[src/rtl/line_cmd_issuer.sv]
// line_cmd_issuer: buffers CPU line commands in a 2-entry FIFO and plays each one to the line engine as strobed phases.
// Optional macro COLOR_CACHE_EN skips the COLOR phase when the color repeats the last one sent.
module line_cmd_issuer (
    input  logic        clk,
    input  logic        rst_n,
    input  logic        cmd_valid,
    output logic        cmd_ready,
    input  logic [9:0]  cmd_x0,
    input  logic [9:0]  cmd_y0,
    input  logic [9:0]  cmd_x1,
    input  logic [9:0]  cmd_y1,
    input  logic [31:0] cmd_color,
    input  logic        LE_ready,
    output logic [9:0]  LE_point,
    output logic [31:0] LE_color,
    output logic        LE_color_valid,
    output logic        LE_x0_valid,
    output logic        LE_y0_valid,
    output logic        LE_x1_valid,
    output logic        LE_y1_valid,
    output logic        LE_trigger,
    output logic        busy,
    output logic [15:0] lines_issued
);
    typedef enum logic [3:0] {IDLE, WAIT_RDY, COLOR, X0, Y0, X1, Y1T, GAP, DONE_WAIT} state_t;
    state_t      state_q, state_d;
    logic [71:0] fifo_q [2];
    logic [71:0] work_q, work_d;
    logic [1:0]  cnt_q, cnt_d;
    logic [15:0] lines_issued_q, lines_issued_d;
    logic        wr_q, rd_q, push, pop, skip_color;
    assign cmd_ready      = cnt_q != 2'd2;
    assign push           = cmd_valid && cmd_ready;
    assign pop            = state_q == IDLE && cnt_q != 2'd0;
    assign cnt_d          = cnt_q + {1'b0, push} - {1'b0, pop};
    assign work_d         = pop ? fifo_q[rd_q] : work_q;
    assign lines_issued_d = lines_issued_q + {15'd0, state_q == Y1T};
    always_ff @(posedge clk or negedge rst_n) begin
        if (!rst_n) begin
            state_q        <= IDLE;
            cnt_q          <= 2'd0;
            wr_q           <= 1'b0;
            rd_q           <= 1'b0;
            work_q         <= '0;
            lines_issued_q <= '0;
        end else begin
            state_q        <= state_d;
            cnt_q          <= cnt_d;
            wr_q           <= wr_q ^ push;
            rd_q           <= rd_q ^ pop;
            work_q         <= work_d;
            lines_issued_q <= lines_issued_d;
        end
    end
    // Entry layout {x0,y0,x1,y1,color}; occupancy is tracked by cnt_q so data needs no reset.
    always_ff @(posedge clk) begin
        if (push) fifo_q[wr_q] <= {cmd_x0, cmd_y0, cmd_x1, cmd_y1, cmd_color};
    end
`ifdef COLOR_CACHE_EN
    logic [31:0] last_color_q;
    logic        last_valid_q;
    assign skip_color = last_valid_q && last_color_q == work_q[31:0];
    always_ff @(posedge clk or negedge rst_n) begin
        if (!rst_n) begin
            last_color_q <= '0;
            last_valid_q <= 1'b0;
        end else if (state_q == Y1T) begin
            last_color_q <= work_q[31:0];
            last_valid_q <= 1'b1;
        end
    end
`else
    assign skip_color = 1'b0;
`endif
    always_comb begin
        state_d = state_q;
        case (state_q)
            IDLE:      state_d = pop ? WAIT_RDY : IDLE;
            WAIT_RDY:  state_d = LE_ready ? (skip_color ? X0 : COLOR) : WAIT_RDY;
            COLOR:     state_d = X0;
            X0:        state_d = Y0;
            Y0:        state_d = X1;
            X1:        state_d = Y1T;
            Y1T:       state_d = GAP;
            GAP:       state_d = DONE_WAIT;
            DONE_WAIT: state_d = LE_ready ? IDLE : DONE_WAIT;
            default:   state_d = IDLE;
        endcase
    end
    assign LE_color_valid = state_q == COLOR;
    assign LE_x0_valid    = state_q == X0;
    assign LE_y0_valid    = state_q == Y0;
    assign LE_x1_valid    = state_q == X1;
    assign LE_y1_valid    = state_q == Y1T;
    assign LE_trigger     = state_q == Y1T;
    assign LE_point       = state_q == X0  ? work_q[71:62] :
                            state_q == Y0  ? work_q[61:52] :
                            state_q == X1  ? work_q[51:42] :
                            state_q == Y1T ? work_q[41:32] : 10'd0;
    assign LE_color       = work_q[31:0];
    assign busy           = cnt_q != 2'd0 || state_q != IDLE;
    assign lines_issued   = lines_issued_q;
endmodule

[config.mk]
export PLATFORM = sky130hd
export DESIGN_NAME = line_cmd_issuer
export DESIGN_NICKNAME = d
export VERILOG_FILES = /design/src/rtl/line_cmd_issuer.sv
export SDC_FILE = /design/constraint.sdc
export NUM_CORES = 1
export LEC_CHECK = 0
export CORE_AREA = 8 8 190 192
export DETAILED_ROUTE_END_ITERATION = 12
export DIE_AREA = 0 0 198 200
export MAX_ROUTING_LAYER = met4
export PLACE_DENSITY = 0.62
export SYNTH_ARGS = -nofsm -noshare
export SYNTH_HDL_FRONTEND = slang
export SYNTH_SLANG_ARGS = --single-unit
[constraint.sdc]
create_clock -name clk -period 2.6 [get_ports clk]
set_input_delay 0.52 -clock clk [delete_from_list [all_inputs] [get_ports clk]]
set_output_delay 0.52 -clock clk [all_outputs]
set_load 0.05 [all_outputs]
Word level (Yosys, flattened, before mapping)

Memories as Yosys holds them, arrays and structs flattened. A register that Yosys moved wholly into a read port is not among the register bits.
Cells that the tools add are included.

Flip-flop bits (word level): 24
Memory bits (writable): 144
Input bits: 76
Output and inout port bits: 66
Word-level logic and storage cells: 37
Memories kept: 1

Memories:

| memory | words | width | read ports | clocked after memory_dff | write ports | line | RTL |
|---|---|---|---|---|---|---|---|
| fifo_q | 2     | 72    | 1          | 1                        | 1           | 27   | `logic [71:0] fifo_q [2];` |

$add $sub $neg: 3
Eq/ne operators: 9
Muxes and demuxes: 10
Bitwise logic cells: 2
Reduce and logical (&&, ||, !) cells: 7

Operators by type and width:

| cell               | number |
|---|---|
| $mux 10            | 4 |
| $pmux 4 s9         | 1 |
| $add 16x1->16      | 1 |
| $eq 4x3->1 const B | 4 |
| $eq 4x2->1 const B | 2 |
| $eq 4x1->1 const B | 1 |
| $eq 4x4->1 const B | 1 |
| $logic_not 4->1    | 1 |
| $mux 4             | 1 |
| $reduce_bool 4->1  | 1 |
| $mux 1             | 3 |
| $add 2x1->2        | 1 |
| $logic_and 1x1->1  | 2 |
| $mux 2             | 1 |
| $ne 2x2->1 const B | 1 |
| $reduce_bool 2->1  | 1 |
| $sub 2x1->2        | 1 |
| $xor 1x1->1        | 2 |
| $logic_not 1->1    | 1 |
| $logic_or 1x1->1   | 1 |

Longest topological paths before layout

Gate-level depths: netlist (run 1).

Depth in word-level cells: 5
Mapped depth: 10
Gate-level depth less buffers: 7

Least setup slack after synthesis (run 1)

No wires, ideal clock.

Path type: flip-flop to flip-flop
From: reg cnt_q[0]
To: mem fifo_q[1][0], enable pin
Setup time: 0.438 ns
Data arrival time: 2.758 ns
Required time: 2.162 ns
Path slack: -0.596 ns
Stages on the path, launching flop included: 5
Path through: dfrtp_1 > nand2b_1 > nand2_1 > inv_1 > ha_1

Cells in the longest elaborated chain, start to end: 4

RTL lines:

| what                         | line | RTL |
|---|---|---|
| start, declared              | 29   | `logic [1:0] cnt_q, cnt_d;` |
| start signal, assigned       | 48   | `cnt_q <= cnt_d;` |
| $ne 2x2->1                   | 32   | `assign cmd_ready = cnt_q != 2'd2;` |
| via cmd_ready                | 7    | `output logic cmd_ready,` |
| $logic_and 1x1->1            | 33   | `assign push = cmd_valid && cmd_ready;` |
| $mux 1                       | 57   | `if (push) fifo_q[wr_q] <= {cmd_x0, cmd_y0, cmd_x1, cmd_y1, cmd_color};` |
| $mux 1 (implied by the code) | 57   |  |
| end, declared                | 27   |  |

The timed path passes the listed nets, and every way through them passes these cells.

Worst setup path in the final report (run 1)

From: reg state_q[3]
To: out LE_y0_valid

Cells in the longest elaborated chain, start to end: 1

RTL lines:

| what                   | line | RTL |
|---|---|---|
| start, declared        | 26   | `state_t state_q, state_d;` |
| start signal, assigned | 47   | `state_q <= state_d;` |
| $eq 4x3->1             | 92   | `assign LE_y0_valid = state_q == Y0;` |
| end, declared          | 18   | `output logic LE_y0_valid,` |

No other way between the ends.

==> results of run 1 <==
[repair_timing]
item / in CTS / in global routing
endpoints found under the hold margin: 34 / 0
resized for setup: 1 / 1
pin swaps: 0 / 1
buffers inserted: 0 / 1
hold buffers: 1 / 0
setup endpoints to repair: 2 / 3
[state kept, by name, summed over array words and instances (netlist names)]
register / flops
rd_q: 1
cnt_q: 2
lines_issued: 16
wr_q: 1
state_q: 4
fifo_q: 144
work_q: 72
[synthesized netlist by cell type]
library cell | number | area share [%]
a32o_1 | 10 | 1.0
clkbuf_1 | 6 | 0.23
buf_12 | 5 | 1.0
nand2_1 | 16 | 0.61
mux2i_1 | 20 | 2.0
nand2b_1 | 3 | 0.19
o21ai_0 | 22 | 1.1
dfrtp_1 | 96 | 24
ha_1 | 6 | 0.76
nor2_2 | 1 | 0.064
buf_4 | 39 | 3.0
nor3_1 | 4 | 0.20
and3b_4 | 1 | 0.13
or4b_1 | 1 | 0.10
nand3_1 | 8 | 0.41
mux2_4 | 40 | 6.1
buf_2 | 7 | 0.36
and2_1 | 2 | 0.13
o21bai_1 | 1 | 0.077
nor2_4 | 1 | 0.11
edfxtp_1 | 144 | 44
xnor2_1 | 10 | 0.89
a21oi_1 | 2 | 0.10
nor2_1 | 14 | 0.54
nor4_1 | 4 | 0.25
nand4_1 | 6 | 0.38
and4_1 | 2 | 0.18
inv_1 | 15 | 0.57
nor2b_1 | 2 | 0.13
mux2_2 | 84 | 9.6
or2_2 | 1 | 0.064
buf_6 | 3 | 0.34
xor2_1 | 8 | 0.71
[through the flow]
| stage | utilization [%] | hold WS [ps] | total power, mW |
|---|---|---|---|
| 6_report | 38.4 | 467 | 16.9 |
| 5_1_grt | 38.4 | 506 | 17.8 |
| 4_1_cts | 38.4 | 475 | 17.2 |
| 3_5_place_dp | 35.5 | 468 | 13.1 |
| 3_3_place_gp | 35.5 | 462 | 13.0 |
| 2_1_floorplan | - | 224 | 11.1 |
[metal layers]
| layer | track usage (%) | vias up |
|---|---|---|
| li1 | - | 2384 |
| met1 | 14.9 | 2527 |
| met2 | 16.3 | 129 |
| met3 | 2.23 | 32 |
| met4 | 3.01 | 0 |
| met5 | - | - |
[power by group]
part           total (mW)  internal (mW)  switching [mW]
clock                3.99           2.44            1.55
combinational        6.91           3.23            3.68
sequential           5.99           5.36           0.624
[kinds of logic after synthesis]
group | count (synthesis)
AO/OA/AOI/OAI | 35
XOR/XNOR | 18
adder cells (fa/ha/maj) | 6
buffers and inverters | 75
flip-flops | 240
multiplexers | 144
AND/OR/NAND/NOR | 66
[area by class of cell]
| class | count | area share [%] |
|---|---|---|
| Antenna cell | 2 | 0.0393 |
| Clock buffer | 36 | 5.90 |
| Clock inverter | 16 | 1.55 |
| Inverter | 15 | 0.443 |
| Multi-Input combinational cell | 269 | 20.3 |
| Sequential cell | 240 | 52.9 |
| Tap cell | 448 | 4.41 |
| Timing Repair Buffer | 161 | 14.4 |
[worst max-delay path by stage]
stage | cells past startpoint | slack [ps] | from | endpoint
2_1_floorplan | 4 | -600 | cnt_q[0] | fifo_q[1][0]
5_1_grt | 3 | 10 | state_q[3] | LE_y0_valid
3_3_place_gp | 5 | 400 | cmd_valid | fifo_q[1][48]
6_report | 3 | 90 | state_q[3] | LE_y0_valid
3_5_place_dp | 5 | 370 | cmd_valid | fifo_q[0][48]
4_1_cts | 4 | 30 | state_q[2] | LE_point[9]
[worst register-to-register path, cell delays in order (launching register included)]
cell	delay [ps]
dfrtp_1	500
nand2b_1	260
nor2_2	230
ha_1	260
ha_1	300
inv_1	90
nor4_1	330
xor2_1	180
==> run_results.csv, run 1 <==
group,metric,value,unit
setup_path,ff2ff_path_depth,7,
global_route,antenna_found_initial,2,
sta,worst_slew_pin_slew,649,ps
logic_synthesis,synth_compound_area_share,2.32,%
final_layout,regArea,0.00673,mm2
route,met2_length,9.62,mm
setup_path,r2r-start,"state_q[3]",
route,ant_nets,0,
setup_path,path_buf_inv,1,
sta,hold_violations,0,
logic_synthesis,synthXorXnorAreaFrac,1.61,%
logic_synthesis,synth.mux.area_fraction,17.8,%
status,status,"completed",
sta,rsz0062_at_grt,"false",
clock_network,cts_buffers,28,
clock_network,root_buffer,"clkbuf_16",
route,drc,0,
power_and_ir_drop,powerDensity,1330,mW/mm2
placement,port_buffers,141,
final_layout,mostFrequentLayoutCells,"edfxtp_1, clkdlybuf4s50_1, dfrtp_1",
clock_network,cts_tree,"yes",
setup_path,worstPathMaxFanout,9,
logic_synthesis,synthCells,584,
logic_synthesis,synth_cell_types,33,
hold_path,holdCritPathClass,"reg2reg",
final_layout,layout.cells.non_filler,1187,
flow_run,cap_violations,0,
sta,maxSlewHeadroom,56.4,%
logic_synthesis,synth_fa_ha_area_share,0.765,%
logic_synthesis,yosys_warnings,0,
clock_network,clock_latency,550,ps
setup_path,cp.required,2080,ps
floorplan,chipWidth,198,um
setup_path,cp-end-kind,"primary output",
sta,period_share,96.6,%
clock_network,htree_levels,1,
floorplan,die_h,200,um
final_layout,multi_input_area,0.00259,mm2
clock_network,clk_path_buf_depth,3,
clock_network,clk_pin_slew,60,ps
sta,min_period,2510,ps
setup_path,arrival,1990,ps
logic_synthesis,syn_nets,666,
route,post_drt_wl_per_cell,17.9,um
global_route,grt_usage,10.9,%
sta,fmax,398,MHz
sta,drv_slew,0,
global_route,grt_pass1_vias,5339,
route,wl,21.2,mm
placement,place_congestion,0.817,
route,dr.pass1.iters,4,
route,routed.top_layer,"met4",
setup_path,start_kind,"flip-flop",
hold_path,min_to,"lines_issued[15]",
power_and_ir_drop,peakVddDrop,0.742,mV
setup_path,rrSetupSlack,370,ps
route,viasPerCell,4.27,
logic_synthesis,synth.cell_area,0.00982,mm2
floorplan,num_rows,67,
placement,place_area,0.0117,mm2
placement,dp_cells,1131,
setup_path,cp_slowest_cell,"dfrtp_1",
clock_network,cts.sinks,240,
floorplan,initial_core_util,29.6,%
final_layout,area_delta_synth_final,29.6,%
setup_path,worstSetupPathType,"reg2out",
placement,hpwlAfterDp,14.5,mm
hold_path,hold_path.startpoint,"lines_issued[15]",
floorplan,floorplan.die_area,0.0396,mm2
setup_path,slowest_delay,500,ps
global_route,overflow,0,
setup_path,cp_top_family,"simple AND/OR/NAND/NOR gates",
sta,setup_ws,87.8,ps
power_and_ir_drop,p_leak,4.78,nW
global_route,grt_first_pass_wirelength,32.4,mm
sta,setup_viol,0,
placement,dp_slack,373,ps
floorplan,io_pins,142,
hold_path,holdPathStages,1,
final_layout,fin_area,0.0127,mm2
final_layout,drive_above_1_share,29.2,%
global_route,grt_max_degree,50,
route,wirelength_met1,10.1,mm
final_layout,fin_nets,797,
sta,finalSetupTns,0,ps
sta,skew,25.9,ps
setup_path,reg2reg_to,"lines_issued[14]",
logic_synthesis,seq_area_frac_synth,68.5,%
route,vias,5072,
logic_synthesis,synth_top_family_by_area,"multiplexers",
final_layout,layout.cells.most_common,"edfxtp_1",
logic_synthesis,ys_ff_latch,240,
final_layout,nFillCells,3077,
logic_synthesis,syn_area_per_cell,16.8,um2
logic_synthesis,synthSimpleGateAreaFrac,3.49,%
floorplan,core-area,0.0331,mm2
route,drt_iter0_markers,255,
setup_path,crit_path_cell_trace,"nand2b_1 -> nor3_1 -> buf_12",
route,route.met3.wl,1.00,mm
(Power assumes the default switching activity.)
==> inputs of run 2 (changes only) <==
Settings changed: CORE_AREA 8 8 190 192 to 8 8 182 201, DIE_AREA 0 0 198 200 to 0 0 190 209.
==> run_results.csv, run 2 (synthesis gave the netlist of run 1 again) <==
group,metric,value,unit
status,status,"completed",
placement,dp_slack,401,ps
final_layout,mostFrequentLayoutCells,"edfxtp_1, clkdlybuf4s50_1, dfrtp_1",
setup_path,ff2ff_path_depth,7,
final_layout,multi_input_area,0.00258,mm2
setup_path,cp_slowest_cell,"dfrtp_1",
route,viasPerCell,4.32,
power_and_ir_drop,powerDensity,1320,mW/mm2
final_layout,largest_register_ffs,144,
clock_network,cts_buffers,26,
floorplan,core-area,0.0330,mm2
route,ant_nets,0,
setup_path,r2r-start,"state_q[3]",
final_layout,layout.cells.non_filler,1167,
clock_network,cts_tree,"yes",
route,post_drt_wl_per_cell,18.1,um
global_route,grt_pass1_vias,5507,
sta,setup_viol,0,
final_layout,fin_area,0.0126,mm2
sta,hold_violations,0,
floorplan,io_pins,142,
placement,dp_cells,1116,
placement,place_area,0.0117,mm2
setup_path,start_kind,"flip-flop",
final_layout,top_register,"fifo_q",
floorplan,chipWidth,190,um
final_layout,layout.cells.most_common,"edfxtp_1",
global_route,overflow,0,
clock_network,root_buffer,"clkbuf_16",
placement,port_buffers,141,
floorplan,num_rows,70,
route,drt_iter0_markers,205,
clock_network,htree_levels,1,
sta,rsz0062_at_grt,"false",
setup_path,worstSetupPathType,"reg2out",
sta,worst_slew_pin_slew,681,ps
setup_path,cp.required,2080,ps
global_route,grt_first_pass_wirelength,33.0,mm
final_layout,fin_nets,795,
clock_network,clk_pin_slew,60,ps
sta,drv_slew,0,
final_layout,nFillCells,3047,
placement,place_congestion,0.747,
floorplan,die_h,209,um
sta,maxSlewHeadroom,54.6,%
route,dr.pass1.iters,4,
final_layout,drive_above_1_share,29.2,%
clock_network,cts.sinks,240,
route,vias,5038,
route,drc,0,
setup_path,slowest_delay,440,ps
sta,fin_hold_ws,44.5,ps
flow_run,cap_violations,0,
final_layout,area_delta_synth_final,28.7,%
clock_network,clock_latency,520,ps
sta,fmax,406,MHz
sta,min_period,2460,ps
sta,setup_ws,139,ps
floorplan,floorplan.die_area,0.0397,mm2
setup_path,reg2reg_to,"lines_issued[12]",
power_and_ir_drop,p_leak,4.75,nW
placement,hpwlAfterDp,14.6,mm
global_route,grt_max_degree,47,
route,wl,21.2,mm
sta,finalSetupTns,0,ps
setup_path,rrSetupSlack,490,ps
hold_path,holdCritPathClass,"in2async",
clock_network,clk_path_buf_depth,3,
global_route,grt_usage,10.9,%
setup_path,worstPathMaxFanout,11,
setup_path,arrival,1940,ps
global_route,antenna_found_initial,2,
sta,period_share,94.7,%
floorplan,initial_core_util,29.7,%
setup_path,cp-end-kind,"primary output",
setup_path,crit_path_cell_trace,"nand2_1 -> nor3_1 -> buf_4 -> a32o_1 -> buf_12",
sta,skew,11.0,ps
power_and_ir_drop,peakVddDrop,0.987,mV
final_layout,regArea,0.00673,mm2
## run 2: timing repair
action                                  in CTS  in global routing
hold buffers                                 0                  0
resized for setup                            0                  5
setup buffers                                0                  1
endpoints found under the setup margin       0                 12
hold endpoints to repair                     0                  0
## run 2: metal layers
metal	wire length, um	vias up	GRT usage, %	part of all wire (%)
met5	0	-	-	0
met2	10100	133	17.5	48
met3	1450	34	3.05	6.9
li1	-	2378	-	-
met1	9280	2493	13.4	44
met4	369	0	3.02	1.7
## run 2: final cells by class
class / count / share of cell area, %
tap: 432 / 4.28
inverter: 15 / 0.446
clock buffer: 35 / 5.82
timing repair buffer: 161 / 14.5
multi-input combinational: 269 / 20.4
antenna: 2 / 0.0396
sequential: 240 / 53.3
clock inverter: 13 / 1.17
## run 2: worst max-delay path, delay by kind of cell (launching register included)
| kind | cells | cell delay (ps) |
|---|---|---|
| DFF | 1 | 440 |
| buffers and inverters | 2 | 410 |
| and+or+nand+nor | 2 | 310 |
| AOI/OAI and AO/OA | 1 | 260 |
## run 2: worst max path at each step
stage,start,to,slack (ps)
after floorplan,cnt_q[0],fifo_q[1][0],-600
after global placement,cmd_valid,fifo_q[1][57],430
after detailed placement,cmd_valid,fifo_q[1][59],400
after CTS,state_q[1],LE_point[8],8
after global routing,state_q[0],LE_point[1],20
final,state_q[0],LE_point[1],140
## run 2: per-stage QoR
stage               util (%)  total power, mW
floorplan                  -             11.1
global placement        35.5             13.0
detailed placement      35.5             13.1
CTS                     38.2             16.9
global route            38.3             17.5
finish                  38.3             16.6
## run 2: power by group
group          internal [mW]  switching, mW
registers               5.36          0.526
logic                   3.24           3.76
clock network           2.28           1.46
==> inputs of run 3 (changes only) <==
Settings changed: CAP_MARGIN from default to 10.
==> results of run 3 <==
Final layout, timing and power as in run 2 (identical DEF).
